==> config.mk <==
export PLATFORM = sky130hd
export DESIGN_NAME = match_sched
export DESIGN_NICKNAME = d
export VERILOG_FILES = /design/src/rtl/match_sched_pkg.sv /design/src/rtl/step_tick_gen.sv /design/src/rtl/match_sched.sv
export SDC_FILE = /design/constraint.sdc
export NUM_CORES = 1
export LEC_CHECK = 0
export ABC_CLOCK_PERIOD_IN_PS = 2400
export CELL_PAD_IN_SITES_DETAIL_PLACEMENT = 1
export CELL_PAD_IN_SITES_GLOBAL_PLACEMENT = 1
export CORE_MARGIN = 3
export CORE_UTILIZATION = 30
export DETAILED_ROUTE_END_ITERATION = 10
export HOLD_SLACK_MARGIN = 0.12
export PLACE_DENSITY_LB_ADDON = 0.1
export SYNTH_ARGS = -nofsm -noshare
export SYNTH_HDL_FRONTEND = slang
export SYNTH_SLANG_ARGS = --single-unit
==> constraint.sdc <==
create_clock -name clk -period 2.4 [get_ports clk]
set_input_delay 0.48 -clock clk [delete_from_list [all_inputs] [get_ports clk]]
set_output_delay 0.48 -clock clk [all_outputs]
set_load 0.005 [all_outputs]
==> src/rtl/match_sched_pkg.sv <==
// match_sched shared types: FSM state encoding and default sizing.
package match_sched_pkg;

  typedef enum logic [2:0] {
    IDLE  = 3'd0,
    GRANT = 3'd1,
    SHIFT = 3'd2,
    LAST  = 3'd3,
    DONE  = 3'd4
  } state_e;

  localparam int DEF_WIDTH    = 8;
  localparam int DEF_NREQ     = 2;
  localparam int DEF_STEP_DIV = 4;

endpackage

==> src/rtl/step_tick_gen.sv <==
// Step divider: one-cycle tick every STEP_DIV clocks, restartable.
module step_tick_gen
  import match_sched_pkg::*;
#(
  parameter int STEP_DIV = DEF_STEP_DIV
) (
  input  logic clk,
  input  logic reset,
  input  logic restart,
  output logic tick,
  output logic phase0
);

  localparam int DW = $clog2(STEP_DIV);

  logic [DW-1:0] cnt;

  assign tick   = (cnt == DW'(STEP_DIV - 1));
  assign phase0 = (cnt == '0);

  always_ff @(posedge clk or posedge reset) begin
    if (reset) begin
      cnt <= '0;
    end else if (restart || tick) begin
      cnt <= '0;
    end else begin
      cnt <= cnt + DW'(1);
    end
  end

endmodule

==> src/rtl/match_sched.sv <==
// Round-robin scheduler feeding words bit-serially into a shared
// 011 detector and reporting the hit count per job.
module match_sched
  import match_sched_pkg::*;
#(
  parameter int WIDTH    = DEF_WIDTH,
  parameter int NREQ     = DEF_NREQ,
  parameter int STEP_DIV = DEF_STEP_DIV
) (
  input  logic                       clk,
  input  logic                       reset,
  input  logic [NREQ-1:0]            req,
  input  logic [NREQ*WIDTH-1:0]      word_in,
  output logic [NREQ-1:0]            gnt,
  output logic                       det_clr,
  output logic                       det_step,
  output logic                       det_a,
  input  logic                       det_y,
  output logic                       done,
  output logic [$clog2(NREQ)-1:0]    done_id,
  output logic [$clog2(WIDTH+1)-1:0] match_cnt
);

  localparam int IDW = $clog2(NREQ);
  localparam int CW  = $clog2(WIDTH + 1);

  state_e state_q, state_d;

  logic [IDW-1:0]   ptr;
  logic [IDW-1:0]   pick;
  logic [IDW-1:0]   cur;
  logic             found;
  logic [WIDTH-1:0] sel_word;
  logic [WIDTH-1:0] shreg;
  logic [CW-1:0]    hit_cnt;
  logic [CW-1:0]    bit_idx;
  logic             tick;
  logic             phase0;
  logic             last_step;
  logic             sample;

  step_tick_gen #(
    .STEP_DIV (STEP_DIV)
  ) u_tick (
    .clk     (clk),
    .reset   (reset),
    .restart (state_q == GRANT),
    .tick    (tick),
    .phase0  (phase0)
  );

  // Search upward from the slot after the last winner, wrapping.
  always_comb begin
    found = 1'b0;
    pick  = '0;
    for (int k = 1; k <= NREQ; k++) begin
      logic [IDW-1:0] c;
      c = IDW'((int'(ptr) + k) % NREQ);
      if (!found && req[c]) begin
        found = 1'b1;
        pick  = c;
      end
    end
  end

  always_comb begin
    sel_word = '0;
    for (int i = 0; i < NREQ; i++) begin
      if (pick == IDW'(i)) begin
        sel_word = word_in[i*WIDTH +: WIDTH];
      end
    end
  end

  assign det_clr   = (state_q == GRANT);
  assign det_step  = (state_q == SHIFT) && tick;
  assign det_a     = det_step && shreg[WIDTH-1];
  assign done      = (state_q == DONE);
  assign last_step = det_step && (bit_idx == CW'(WIDTH - 1));
  // det_y is valid the cycle after a step, i.e. divider phase 0.
  assign sample    = (state_q == SHIFT) && phase0 && (bit_idx != '0);

  always_ff @(posedge clk or posedge reset) begin
    if (reset) begin
      state_q <= IDLE;
    end else begin
      state_q <= state_d;
    end
  end

  always_comb begin
    state_d = state_q;
    unique case (state_q)
      IDLE:    if (found) state_d = GRANT;
      GRANT:   state_d = SHIFT;
      SHIFT:   if (last_step) state_d = LAST;
      LAST:    state_d = DONE;
      DONE:    state_d = IDLE;
      default: state_d = IDLE;
    endcase
  end

  always_ff @(posedge clk or posedge reset) begin
    if (reset) begin
      ptr       <= IDW'(NREQ - 1);
      cur       <= '0;
      gnt       <= '0;
      shreg     <= '0;
      hit_cnt   <= '0;
      bit_idx   <= '0;
      done_id   <= '0;
      match_cnt <= '0;
    end else begin
      unique case (state_q)
        IDLE: begin
          if (found) begin
            gnt   <= NREQ'(1) << pick;
            cur   <= pick;
            ptr   <= pick;
            shreg <= sel_word;
          end
        end
        GRANT: begin
          hit_cnt <= '0;
          bit_idx <= '0;
        end
        SHIFT: begin
          if (sample && det_y) begin
            hit_cnt <= hit_cnt + CW'(1);
          end
          if (det_step) begin
            shreg   <= {shreg[WIDTH-2:0], 1'b0};
            bit_idx <= bit_idx + CW'(1);
          end
        end
        LAST: begin
          hit_cnt   <= hit_cnt + CW'(det_y);
          match_cnt <= hit_cnt + CW'(det_y);
          done_id   <= cur;
        end
        DONE: begin
          gnt <= '0;
        end
        default: begin
        end
      endcase
    end
  end

endmodule

==> reports/metrics.cfg <==
[timing]
skew_ns = 0.00672
period_minus_slack_ns = 2.30
tightest_slew_ns = 0.392
rsz0062_at_grt = no
finalCritPeriodShare_pct = 95.8
setup-tns-final_ns = 0
hold_violations = 0
setup_violations = 0
fin_hold_ws_ns = 0.471
relSlewSlack_pct = 73.9
fmax_mhz = 435
finalMaxSlewViolations = 0

[synthesis]
async_flop_share_pct = 100
avgSynthCellArea_um2 = 10.0
synth_edf_count = 0
synth_fp_nets = 196
synth.distinct_cells = 47
yosysSeqAreaShare_pct = 44.6
netlist_instances = 168
synth_area_mm2 = 0.00169
synth_top_flop_cell = dfrtp_1
synth-seq-cells = 30
yosysWarningCount = 0

[clock_network]
cts.sinks = 30
clk_pin_slew_worst_paths_ns = 0.07
cts_buffers = 5
clock-root-buffer = clkbuf_8
clk_latency_ns = 0.28
cts_max_level = 2
cts_max_path_buffers = 2
cts_tree = yes

[placement]
placed_area_mm2 = 0.00209
place_hpwl_mm = 3.17
place_congestion = 0.751
portBuffers = 31

[final_layout]
fillers = 610
final_area_mm2 = 0.00219
diodes = 0
multi_input_area_um2 = 856
drive_gt1_share_pct = 19.7
final_common_cell = clkdlybuf4s50_1
syn_to_final_growth_pct = 30.0
final_cell_mix = clkdlybuf4s50_1, dfrtp_1, nand2_1, a21oi_1, nor2_1
utilization_pct = 41.6
regArea_um2 = 754
nets = 235

[worst_setup_path]
timing.rr.start = state_q[2]
worstPathCellList = nor3b_4 > nand2_2 > inv_2 > and2_1 > clkdlybuf4s50_1
critPathCaptureType = output pin
timing.rr.end = shreg[2]
crit_path_start_kind = flip-flop
critPathKind = flip-flop to output pin
rr_worst_depth = 4
max_stage_delay_ns = 0.49
cp_max_fo = 7
crit_family = buffers and inverters
path_depth = 5
cp-startpoint = state_q[2]
crit_buf_inv = 2
crit_path_end = det_a
cp_slowest_cell = clkdlybuf4s50_1
worstPathArrival_ns = 1.82
critPathRequiredTime_ns = 1.92
rrSetupSlack_ns = 0.56

[routing]
wire_per_inst_um = 15.1
ant_nets = 0
firstDrtPassIters = 4
drt_drc_violations_left = 0
wirelength_mm = 4.19
vias = 1348
vias_per_cell = 4.85
drt-initial-drc-count = 74

[global_routing]
grt_overflow = 0
antenna_found_initial = 0
grt_pass1_vias = 1416
grt_usage_pct = 14.1
grt_pass1_wl_mm = 7.04
grt_start_max_net_pins = 31

[power_and_ir_drop]
switchingPower_mw = 0.925
peakVddDrop_v = 0.000417
sequentialPowerShare_pct = 35.2
intPower_mw = 1.63
switching_share_pct = 36.2
p_leak_nw = 1.00
power_frac_comb_pct = 48.1
cellPowerDensity_mw_per_mm2 = 1160
clockPowerShare_pct = 16.7

[floorplan]
fp.dieArea_mm2 = 0.00656
fp.dieH_um = 81.0
initial_utilization_pct = 32.0
num_rows = 26
io-pin-count = 32
core_region_area_mm2 = 0.00527
fp.dieW_um = 81.0

[job]
cap_violations = 0

[hold_path]
hold_path.startpoint = u_tick.cnt[0]
hp-class = flip-flop to flip-flop

[run_status]
status = completed

-- what timing repair did --
item                       4_1_cts  5_1_grt
hold buffers                     0        0
resized for setup                1        3
setup endpoints to repair        1        2
setup buffers                    0        0
-- stage by stage --
step                setup WS (ns)  power [mW]  std cells
finish                     0.0997        2.55        278
global route              0.00124        2.77        278
CTS                       0.00422        2.59        278
detailed placement          0.236        2.15        270
global placement            0.277        2.10        270
floorplan                   0.735        1.74        168
-- how the worst min path moves through the flow --
stage	cells after the start	to	slack [ns]
after floorplan	1	u_tick.cnt[0]	0.44
after global placement	1	u_tick.cnt[0]	0.45
after detailed placement	1	u_tick.cnt[0]	0.47
after CTS	1	u_tick.cnt[0]	0.48
after global routing	1	u_tick.cnt[0]	0.51
final	1	u_tick.cnt[0]	0.47
-- routing by layer --
layer	track usage, %	part of all wire, %	vias to the layer above
li1	-	-	655
met4	4.56	1.4	0
met2	22.7	47	26
met1	18.5	47	660
met3	3.88	4.2	7
met5	0	0	-
-- power groups by stage --
stage	Combinational, mW	Sequential [mW]	Clock (mW)
floorplan	0.888	0.851	0
global placement	1.21	0.888	0
detailed placement	1.25	0.900	0
CTS	1.26	0.896	0.443
global route	1.38	0.929	0.457
finish	1.23	0.898	0.427
-- state kept, by name, indices dropped and copies added, names as in the netlist --
| register | flops |
|---|---|
| ptr | 1 |
| gnt | 2 |
| done_id | 1 |
| hit_cnt | 4 |
| match_cnt | 4 |
| cur | 1 |
| state_q | 3 |
| shreg | 8 |
| u_tick.cnt | 2 |
| bit_idx | 4 |
-- final cells by class --
class,count,area share [%]
multi-input cells,122,39.0
well taps,70,3.99
clock inverters,1,0.228
clock buffers,7,3.94
repair buffers,39,16.9
inverters,9,1.54
flip-flops and latches,30,34.4
-- Yosys cell counts (2+ instances only) --
cell,number,share of area [%]
o21ai_0,4,1.2
dfrtp_1,29,43
nor3_1,3,0.89
nand4_1,2,0.74
nand2_1,23,5.1
mux2i_1,4,2.4
mux2_2,2,1.3
inv_1,8,1.8
a21oi_1,17,5.0
nor2_1,16,3.6
a22o_1,2,1.0
nor2b_1,2,0.74
nand3_1,3,0.89
mux2_4,7,6.2
buf_4,2,0.89
a21o_1,2,0.89
o211ai_1,2,0.89
nor3b_1,2,0.89
ha_1,7,5.2
xnor2_1,2,1.0
buf_6,2,1.3
clkbuf_1,2,0.45
-- cells by family (layout without fill, tap and decap cells) --
kind of cell / Yosys count / in the layout / synth area share [%]
flops: 30 / 30 / 44.6
xor+xnor: 3 / 3 / 1.56
simple gates: 65 / 65 / 21.2
buf+inv: 16 / 56 / 4.97
compound gates: 34 / 34 / 12.5
fa+ha+maj: 7 / 7 / 5.19
mux: 13 / 13 / 9.94
No activity file was read; power rests on OpenSTA's default activity.
